File: src/rtl/viterbi_pkg.sv
// rtl/viterbi_pkg.sv - shared constants and helpers for the Viterbi decoder datapath
//
// Purpose : width derivation, soft-symbol range and branch-label helpers used by
//           the branch metric unit and the ACS array. No ports.
// Macros  : VIT_METRIC_GET(vec, idx, w) - select metric idx of width w from a
//           packed metric vector (usable as lvalue or rvalue).
`ifndef VITERBI_PKG_SV
`define VITERBI_PKG_SV

`define VIT_METRIC_GET(vec, idx, w) vec[(idx)*(w) +: (w)]

package viterbi_pkg;

  // Ceiling log2; clog2(1) = 0.
  function automatic int clog2(input int value);
    int r;
    r = 0;
    while ((1 << r) < value) r++;
    return r;
  endfunction

  // Largest soft symbol value: 0 = confident '0', max = confident '1'.
  function automatic int max_soft(input int soft_w);
    return (1 << soft_w) - 1;
  endfunction

  // Width of one branch metric: worst case is every symbol at full distance.
  function automatic int bm_width(input int n_out, input int soft_w);
    return clog2(n_out * max_soft(soft_w) + 1);
  endfunction

  // Bit bit_idx of a branch label; label bit i pairs with received symbol i.
  function automatic logic label_bit(input int label, input int bit_idx);
    return ((label >> bit_idx) & 1) != 0;
  endfunction

endpackage

`endif

File: src/rtl/bmu_min_tree.sv
// rtl/bmu_min_tree.sv - combinational min/argmin reduction tree
//
// Purpose : finds the smallest of COUNT unsigned values and its index. On a tie
//           the lower index wins.
// Ports   : vals_i [COUNT*WIDTH] value k at [k*WIDTH +: WIDTH]
//           min_o  [WIDTH]       smallest value
//           idx_o  [IDX_W]       lowest index holding min_o
module bmu_min_tree
  import viterbi_pkg::*;
#(
  parameter int COUNT = 4,
  parameter int WIDTH = 2,
  parameter int IDX_W = 2
) (
  input  logic [COUNT*WIDTH-1:0] vals_i,
  output logic [WIDTH-1:0]       min_o,
  output logic [IDX_W-1:0]       idx_o
);

  localparam int LEVELS = clog2(COUNT);
  localparam int POW    = 1 << LEVELS;

  // Level 0 holds the leaves (padded to a power of two with invalid entries);
  // each following level halves the node count until one node remains.
  for (genvar l = 0; l <= LEVELS; l++) begin : g_lvl
    localparam int N = POW >> l;
    logic [WIDTH-1:0] val [N];
    logic [IDX_W-1:0] idx [N];
    logic             vld [N];

    if (l == 0) begin : g_leaf
      for (genvar j = 0; j < N; j++) begin : g_j
        if (j < COUNT) begin : g_real
          assign val[j] = vals_i[j*WIDTH +: WIDTH];
          assign idx[j] = IDX_W'(j);
          assign vld[j] = 1'b1;
        end else begin : g_pad
          assign val[j] = '0;
          assign idx[j] = '0;
          assign vld[j] = 1'b0;
        end
      end
    end else begin : g_node
      for (genvar j = 0; j < N; j++) begin : g_j
        logic take_hi;
        // The low child always covers lower indices, so the high child only
        // wins when strictly smaller; that gives the lower-index tie-break.
        assign take_hi = g_lvl[l-1].vld[2*j+1] &&
                         (!g_lvl[l-1].vld[2*j] ||
                          (g_lvl[l-1].val[2*j+1] < g_lvl[l-1].val[2*j]));
        assign val[j] = take_hi ? g_lvl[l-1].val[2*j+1] : g_lvl[l-1].val[2*j];
        assign idx[j] = take_hi ? g_lvl[l-1].idx[2*j+1] : g_lvl[l-1].idx[2*j];
        assign vld[j] = g_lvl[l-1].vld[2*j] | g_lvl[l-1].vld[2*j+1];
      end
    end
  end

  assign min_o = g_lvl[LEVELS].val[0];
  assign idx_o = g_lvl[LEVELS].idx[0];

endmodule

File: src/rtl/branch_metric_unit.sv
// rtl/branch_metric_unit.sv - pipelined branch metric unit for the Viterbi decoder
//
// Purpose : for each received group of N_OUT symbols, computes the metric of all
//           2^N_OUT branch labels plus the minimum metric and its lowest label.
//           Two register stages (S1: per-symbol distances, S2: sums + min) with
//           valid/ready flow control on both sides.
// Option  : BMU_ERASURE_EN adds erase_mask; an erased symbol contributes 0.
// Ports   : clk, rst_n (async, active low)
//           in_valid / in_ready / data_recv [N_OUT*SOFT_W]  symbol i at [i*SOFT_W +: SOFT_W]
//           erase_mask [N_OUT]                              (BMU_ERASURE_EN only)
//           out_valid / out_ready
//           bm_all [2^N_OUT*BM_W]  metric of label p at [p*BM_W +: BM_W]
//           bm_min [BM_W], bm_min_idx [N_OUT]
module branch_metric_unit
  import viterbi_pkg::*;
#(
  parameter int N_OUT  = 2,
  parameter int SOFT_W = 1
) (
  input  logic                                           clk,
  input  logic                                           rst_n,
  input  logic                                           in_valid,
  output logic                                           in_ready,
  input  logic [N_OUT*SOFT_W-1:0]                        data_recv,
`ifdef BMU_ERASURE_EN
  input  logic [N_OUT-1:0]                               erase_mask,
`endif
  output logic                                           out_valid,
  input  logic                                           out_ready,
  output logic [(2**N_OUT)*bm_width(N_OUT, SOFT_W)-1:0]  bm_all,
  output logic [bm_width(N_OUT, SOFT_W)-1:0]             bm_min,
  output logic [N_OUT-1:0]                               bm_min_idx
);

  localparam int BM_W  = bm_width(N_OUT, SOFT_W);
  localparam int N_LBL = 2**N_OUT;
  localparam logic [SOFT_W-1:0] MAX_S = SOFT_W'(max_soft(SOFT_W));

  // Stage S1 state
  logic                          s1_valid_q, s1_valid_d;
  logic [N_OUT-1:0][SOFT_W-1:0]  d0_q, d0_d;
  logic [N_OUT-1:0][SOFT_W-1:0]  d1_q, d1_d;

  // Stage S2 state
  logic                          s2_valid_q, s2_valid_d;
  logic [N_LBL*BM_W-1:0]         bm_all_q, bm_all_d;
  logic [BM_W-1:0]               bm_min_q, bm_min_d;
  logic [N_OUT-1:0]              bm_min_idx_q, bm_min_idx_d;

  // Combinational datapath
  logic [N_OUT-1:0][SOFT_W-1:0]  d0_sym, d1_sym;
  logic [N_LBL*BM_W-1:0]         sum_flat;
  logic [BM_W-1:0]               tree_min;
  logic [N_OUT-1:0]              tree_idx;

  // Handshake
  logic s2_load;
  logic s1_move;
  logic in_acc;

  assign s2_load  = !s2_valid_q || out_ready;
  assign s1_move  = s1_valid_q && s2_load;
  assign in_ready = !s1_valid_q || s2_load;
  assign in_acc   = in_valid && in_ready;

  // Per-symbol distance to a '0' label bit and to a '1' label bit.
  always_comb begin
    d0_sym = '0;
    d1_sym = '0;
    for (int i = 0; i < N_OUT; i++) begin
      d0_sym[i] = data_recv[i*SOFT_W +: SOFT_W];
      d1_sym[i] = MAX_S - data_recv[i*SOFT_W +: SOFT_W];
`ifdef BMU_ERASURE_EN
      if (erase_mask[i]) begin
        d0_sym[i] = '0;
        d1_sym[i] = '0;
      end
`endif
    end
  end

  // Label sums from the S1 distances.
  always_comb begin
    sum_flat = '0;
    for (int p = 0; p < N_LBL; p++) begin
      for (int i = 0; i < N_OUT; i++) begin
        `VIT_METRIC_GET(sum_flat, p, BM_W) = `VIT_METRIC_GET(sum_flat, p, BM_W) +
            BM_W'(label_bit(p, i) ? d1_q[i] : d0_q[i]);
      end
    end
  end

  bmu_min_tree #(
    .COUNT (N_LBL),
    .WIDTH (BM_W),
    .IDX_W (N_OUT)
  ) u_min_tree (
    .vals_i (sum_flat),
    .min_o  (tree_min),
    .idx_o  (tree_idx)
  );

  // Next-state: S1 refills whenever it is free (or draining) and takes the
  // handshake result as its new valid; S2 likewise follows S1.
  always_comb begin
    s1_valid_d   = s1_valid_q;
    d0_d         = d0_q;
    d1_d         = d1_q;
    s2_valid_d   = s2_valid_q;
    bm_all_d     = bm_all_q;
    bm_min_d     = bm_min_q;
    bm_min_idx_d = bm_min_idx_q;

    if (in_ready) begin
      s1_valid_d = in_valid;
    end
    if (in_acc) begin
      d0_d = d0_sym;
      d1_d = d1_sym;
    end

    if (s2_load) begin
      s2_valid_d = s1_valid_q;
    end
    if (s1_move) begin
      bm_all_d     = sum_flat;
      bm_min_d     = tree_min;
      bm_min_idx_d = tree_idx;
    end
  end

  always_ff @(posedge clk or negedge rst_n) begin
    if (!rst_n) begin
      s1_valid_q   <= 1'b0;
      d0_q         <= '0;
      d1_q         <= '0;
      s2_valid_q   <= 1'b0;
      bm_all_q     <= '0;
      bm_min_q     <= '0;
      bm_min_idx_q <= '0;
    end else begin
      s1_valid_q   <= s1_valid_d;
      d0_q         <= d0_d;
      d1_q         <= d1_d;
      s2_valid_q   <= s2_valid_d;
      bm_all_q     <= bm_all_d;
      bm_min_q     <= bm_min_d;
      bm_min_idx_q <= bm_min_idx_d;
    end
  end

  assign out_valid  = s2_valid_q;
  assign bm_all     = bm_all_q;
  assign bm_min     = bm_min_q;
  assign bm_min_idx = bm_min_idx_q;

endmodule

File: config.mk
export PLATFORM = sky130hd
export DESIGN_NAME = branch_metric_unit
export DESIGN_NICKNAME = d
export VERILOG_FILES = /design/src/rtl/viterbi_pkg.sv /design/src/rtl/bmu_min_tree.sv /design/src/rtl/branch_metric_unit.sv
export SDC_FILE = /design/constraint.sdc
export NUM_CORES = 1
export LEC_CHECK = 0
export ABC_AREA = 1
export CORE_MARGIN = 4
export CORE_UTILIZATION = 49
export DETAILED_ROUTE_END_ITERATION = 8
export PLACE_DENSITY = 0.74
export SLEW_MARGIN = 10
export SYNTH_ARGS = -nofsm -noshare
export SYNTH_HDL_FRONTEND = slang
export SYNTH_SLANG_ARGS = --single-unit
File: constraint.sdc
create_clock -name clk -period 2.3 [get_ports clk]
set_input_delay 0.46 -clock clk [delete_from_list [all_inputs] [get_ports clk]]
set_output_delay 0.46 -clock clk [all_outputs]
set_load 0.005 [all_outputs]
======== Word level (Yosys, flattened, before mapping) ========
Index checks and enable logic that the tools add are counted.
operators by class
  order comparisons ....................... 3
  reduce and logical (&&, ||, !) cells .... 6
  $add $sub $neg .......................... 6
  multiplexer cells ....................... 6
operators with widths
  kind                                     count
  adder 1 x 1 -> 2 bit                     4
  2-to-1 mux 2 bit                         4
  < comparator 2 bit                       3
  logical AND 1 bit                        2
  zero test 1 bit                          2
  logical OR 1 bit                         2
  2-to-1 mux 1 bit                         2
  subtractor 1 bit (first input constant)  2
word-level totals
  register bits ........................... 18
  input port bits ......................... 6
  output and inout port bits .............. 14

======== Longest topological paths before layout ========
Gate-level depths: netlist of the first run.
  depth after elaboration ................. 5
  depth in mapped cells ................... 13
  depth with buffers taken out ............ 13

======== Cells and area by module ========
Synthesis of the first run repeated with hierarchy kept, for this count alone.
second synthesis, totals
  cell total of the unflattened synthesis .. 123
  area, all modules ....................... 1,008.5 sq um
by module, submodules not included
  module              instances  sequential area each (sq um)  area each (sq um)  cells each
  branch_metric_unit  1          450.4                         779.5              82
  bmu_min_tree        1          0.0                           229.0              41

======== Worst setup path before layout of the first run ========
OpenSTA, ideal clock, no wires.
  kind .................................... register to register
  start ................................... reg d1_q[1] (netlist name)
  end ..................................... reg bm_min_q[0] (netlist: bm_min[0])
  setup time .............................. 0.117 ns
  slack ................................... 0.707 ns
  data required time ...................... 2.183 ns
  cell stages (with the launch flop) ...... 13
  buffers on the path ..................... 0
  clock period less this slack ............ 1.593 ns
  arrival ................................. 1.475 ns
  cells stage by stage .................... dfrtp_1 ha_1 ha_1 inv_1 nand2_1 nand2_1 nand2_1 nand2_1 nand3_2 nand2_2 nand3_1 nand3_1 nand2_1
between the ends
  cells in the longest elaborated chain, start to end .. 5
  elaborated cells on any way between the ends .. 6
  classes of those cells .................. 2 x add/sub; 2 x order compare; 2 x mux
ends and longest elaborated chain
  item                                       RTL line                   text
  start: declaration                         branch_metric_unit.sv:42   logic [N_OUT-1:0][SOFT_W-1:0] d1_q, d1_d;
  start signal: assignment                   branch_metric_unit.sv:136  d1_q <= '0;
  start signal: assignment                   branch_metric_unit.sv:144  d1_q <= d1_d;
  adder 1 x 1 -> 2 bit (no source line) (*)  -
  via sum_flat[5]                            branch_metric_unit.sv:52   logic [N_LBL*BM_W-1:0] sum_flat;
  < comparator 2 bit                         bmu_min_tree.sv:50         (g_lvl[l-1].val[2*j+1] < g_lvl[l-1].val[2*j]));
  2-to-1 mux 2 bit (*)                       bmu_min_tree.sv:51         assign val[j] = take_hi ? g_lvl[l-1].val[2*j+1] : g_lvl[l-1].val[2*j];
  < comparator 2 bit                         bmu_min_tree.sv:50
  2-to-1 mux 2 bit (*)                       bmu_min_tree.sv:51
  end signal: assignment                     branch_metric_unit.sv:147  bm_min_q <= bm_min_d;
  end: declaration                           branch_metric_unit.sv:47   logic [BM_W-1:0] bm_min_q, bm_min_d;
The timed path passes the listed nets; every way through them passes the cells marked *.
A chain may end at the register's enable or synchronous reset.

======== Final worst setup path of the first run ========
  start ................................... in out_ready
  end ..................................... out in_ready
between the ends
  cells in the longest elaborated chain, start to end .. 2
ends and longest elaborated chain
  item                RTL line                  text
  start: declaration  branch_metric_unit.sv:29  input logic out_ready,
  logical OR 1 bit    branch_metric_unit.sv:61  assign s2_load = !s2_valid_q || out_ready;
  logical OR 1 bit    branch_metric_unit.sv:63  assign in_ready = !s1_valid_q || s2_load;
  end: declaration    branch_metric_unit.sv:23  output logic in_ready,
Every way passes these cells.

==> impl_metrics.sql, run 1 <==
INSERT INTO impl_metrics (metric_group, metric, value, unit) VALUES
('die', 'floorplan_core_area', '1760', 'um^2'),
('sta', 'fin_ws', '257', 'ps'),
('sta', 'period_share', '88.8', '%'),
('layout', 'fillers', '169', ''),
('layout', 'finish.instance_area', '1190', 'um^2'),
('sta', 'final.min_clock_period', '2040', 'ps'),
('clock_tree', 'cts_tree', 'done', ''),
('critical_path', 'start_kind', 'input pin', ''),
('critical_path', 'critical_path.top_delay_family', 'buffers and inverters', ''),
('die', 'dieArea', '2650', 'um^2'),
('placement', 'placedInstanceArea', '1160', 'um^2'),
('hold_path', 'min-delay-path-class', 'flop to flop', ''),
('pwr', 'power.density_cell_area', '875', 'nW/um^2'),
('placement', 'gpl.final_weighted_congestion', '0.772', ''),
('sta', 'fin_tns_setup', '0', 'ps'),
('logic_synthesis', 'synth.distinct_cells', '11', ''),
('layout', 'seqCellArea', '450', 'um^2'),
('layout', 'final_core_utilization', '67.2', '%'),
('logic_synthesis', 'synth.largest_area_cell', 'sky130_fd_sc_hd__dfrtp_1', ''),
('pwr', 'leakagePower', '0.636', 'nW'),
('clock_tree', 'post_cts.repair.setup_buffers', '0', ''),
('clock_tree', 'post_cts_hold_buffer_count', '0', ''),
('critical_path', 'crit_chain', 'clkdlybuf4s50_1 -> inv_1 -> nand3_1 -> clkdlybuf4s50_1', ''),
('placement', 'placement.setup.worst_slack', '258', 'ps'),
('global_routing', 'global_route_wire_length_before_repair', '3060', 'um'),
('critical_path', 'timing.setup.critical_path_class', 'input pin to output pin', ''),
('logic_synthesis', 'net_count_after_synthesis', '128', ''),
('logic_synthesis', 'synth_top_area_share', '48.6', '%'),
('global_routing', 'gr-usage-all-layers', '15.5', '%'),
('placement', 'hpwl', '1380', 'um'),
('route', 'detailed_router_iteration_count_before_antenna_repair', '4', ''),
('route', 'drt-wirelength-per-cell', '10.6', 'um'),
('sta', 'relSlewSlack', '84.1', '%'),
('job', 'max-cap-violations', '0', ''),
('critical_path', 'crit_path_top_delay_cell', 'sky130_fd_sc_hd__clkdlybuf4s50_1', ''),
('route', 'via_count', '766', ''),
('sta', 'fmax', '489', 'MHz'),
('run_status', 'outcome', 'finished, final reports clean', ''),
('die', 'initial_core_util', '52.6', '%'),
('pwr', 'report.power.total', '1.04', 'mW'),
('clock_tree', 'ctsRootBufferMaster', 'sky130_fd_sc_hd__clkbuf_4', ''),
('route', 'detailedRoute.firstIterationViolations', '9', ''),
('layout', 'nets', '153', ''),
('logic_synthesis', 'top_cells_by_area_synth', 'sky130_fd_sc_hd__dfrtp_1, sky130_fd_sc_hd__nand2_1, sky130_fd_sc_hd__ha_1, sky130_fd_sc_hd__inv_1, sky130_fd_sc_hd__o21ai_0', ''),
('logic_synthesis', 'postSynthRegisterBits', '18', ''),
('die', 'die-width', '51.5', 'um'),
('sta', 'max_slew.worst_pin.slew', '238', 'ps'),
('clock_tree', 'worst_skew_pair.late_latency', '290', 'ps'),
('global_routing', 'antenna_found_initial', '0', ''),
('sta', 'worst_clock_skew', '3.34', 'ps'),
('critical_path', 'timing.critical_path.required', '1840', 'ps'),
('sta', 'grt_setup_unrepaired', 'no', ''),
('layout', 'antenna_cells', '0', ''),
('logic_synthesis', 'ys_warn_count', '0', ''),
('logic_synthesis', 'mappedNetlistArea', '927', 'um^2'),
('clock_tree', 'cts-buffers-inserted', '3', ''),
('sta', 'setup_viol_count_final', '0', ''),
('route', 'drc', '0', ''),
('logic_synthesis', 'synth_seq_area_share', '48.6', '%'),
('die', 'i_o_pin_cnt', '20', ''),
('layout', 'final_layout_size_suffix_gt1_share', '11.0', '%'),
('clock_tree', 'tritoncts_num_sinks', '18', ''),
('critical_path', 'critPathMostFrequentCell', 'sky130_fd_sc_hd__clkdlybuf4s50_1', ''),
('layout', 'multi_input_comb_area', '417', 'um^2'),
('global_routing', 'maximum_number_of_pins_on_one_net_before_global_route_repair', '19', ''),
('die', 'row_count', '15', ''),
('die', 'die_h', '51.5', 'um'),
('critical_path', 'endpoint_kind', 'output pin', ''),
('critical_path', 'max_stage_delay', '520', 'ps'),
('global_routing', 'via_count_of_the_first_global_routing_pass', '720', ''),
('clock_tree', 'clock_tree.buffer_depth', '2', '');
## where the power goes
| group | leakage, nW | total [mW] | internal (mW) | switching [mW] |
|---|---|---|---|---|
| combinational | 0.396 | 0.439 | 0.229 | 0.210 |
| sequential | 0.226 | 0.446 | 0.398 | 0.0485 |
| clock | 0.0138 | 0.152 | 0.0610 | 0.0914 |
## kinds of logic after synthesis
kind of cell	share of synthesized area (%)
buf+inv	6.48
fa+ha+maj	12.1
flops	48.6
simple gates	27.9
compound gates	4.86
## sequential cells by signal, indices dropped and copies added (netlist names)
name / cells
d1_q: 2
out_valid: 1
d0_q: 2
s1_valid_q: 1
bm_all: 8
bm_min_idx: 2
bm_min: 2
## metrics by stage
stage                     hold slack [ps]  instances
after floorplan                       164        113
after global placement                463        158
after detailed placement              465        158
after CTS                             489        161
after global routing                  500        161
final                                 483        161
## synthesized netlist by cell type
cell type / number
sky130_fd_sc_hd__nand3_2: 1
sky130_fd_sc_hd__clkbuf_1: 2
sky130_fd_sc_hd__o21ai_1: 1
sky130_fd_sc_hd__o21ai_0: 8
sky130_fd_sc_hd__inv_1: 12
sky130_fd_sc_hd__inv_2: 2
sky130_fd_sc_hd__nand2_1: 47
sky130_fd_sc_hd__dfrtp_1: 18
sky130_fd_sc_hd__ha_1: 9
sky130_fd_sc_hd__nand3_1: 7
sky130_fd_sc_hd__nand2_2: 6
## per-layer routing
layer	up-vias	wire length, um	global-route usage [%]	part of all wire, %
met3	7	73	3.44	4.3
li1	396	-	-	-
met2	16	824	25.8	48
met1	347	748	18.4	44
met4	0	57	8.73	3.3
met5	-	0	0	0
## area by class of cell
type / count / share of cell area [%]
Sequential cell: 18 / 38.0
Multi-Input combinational cell: 79 / 35.1
Timing Repair Buffer: 22 / 17.9
Tap cell: 25 / 2.64
Inverter: 14 / 4.43
Clock buffer: 3 / 1.90
## path summary, 6_finish.rpt
check	from	endpoint	slack, ps	cells past startpoint
max in group asynchronous	rst_n	bm_all[3]	1620	2
max reg2reg	d1_q[0]	bm_min[0]	570	12
max	out_ready	in_ready	260	4
min in group asynchronous	rst_n	bm_all[0]	490	2
min	bm_min_idx[0]	bm_min_idx[0]	480	2
min reg2reg	bm_min_idx[0]	bm_min_idx[0]	480	2
## worst reg2reg max path, stage by stage (launching register included)
cell and delay, ps:
sky130_fd_sc_hd__dfrtp_1 450, sky130_fd_sc_hd__ha_1 220, sky130_fd_sc_hd__ha_1 270, sky130_fd_sc_hd__inv_1 50, sky130_fd_sc_hd__nand2_1 60, sky130_fd_sc_hd__nand2_1 80
sky130_fd_sc_hd__nand2_1 50, sky130_fd_sc_hd__nand2_1 80, sky130_fd_sc_hd__nand3_2 80, sky130_fd_sc_hd__nand2_2 80, sky130_fd_sc_hd__nand3_1 70, sky130_fd_sc_hd__nand3_1 90
sky130_fd_sc_hd__nand2_1 50
## cell usage in the layout (no fill, tap or decap)
cell,Yosys,final
sky130_fd_sc_hd__nand3_1,7,7
sky130_fd_sc_hd__clkbuf_4,0,3
sky130_fd_sc_hd__inv_1,12,12
sky130_fd_sc_hd__nand3_2,1,1
sky130_fd_sc_hd__clkdlybuf4s50_1,0,19
sky130_fd_sc_hd__o21ai_1,1,1
sky130_fd_sc_hd__nand2_2,6,6
sky130_fd_sc_hd__buf_4,0,3
sky130_fd_sc_hd__inv_2,2,2
sky130_fd_sc_hd__ha_1,9,9
sky130_fd_sc_hd__nand2_1,47,47
sky130_fd_sc_hd__o21ai_0,8,8
sky130_fd_sc_hd__dfrtp_1,18,18
Note: power is estimated with default switching activity, not from simulation.
==> inputs of run 2 (changes only) <==
- ABC_CLOCK_PERIOD_IN_PS: not set -> 2300
==> results of run 2 <==
Final layout, timing and power as in run 1 (identical DEF).
==> inputs of run 3 (changes only) <==
- SLEW_MARGIN: 10 -> 20
==> results of run 3 <==
Final layout, timing and power as in run 1 (identical DEF).
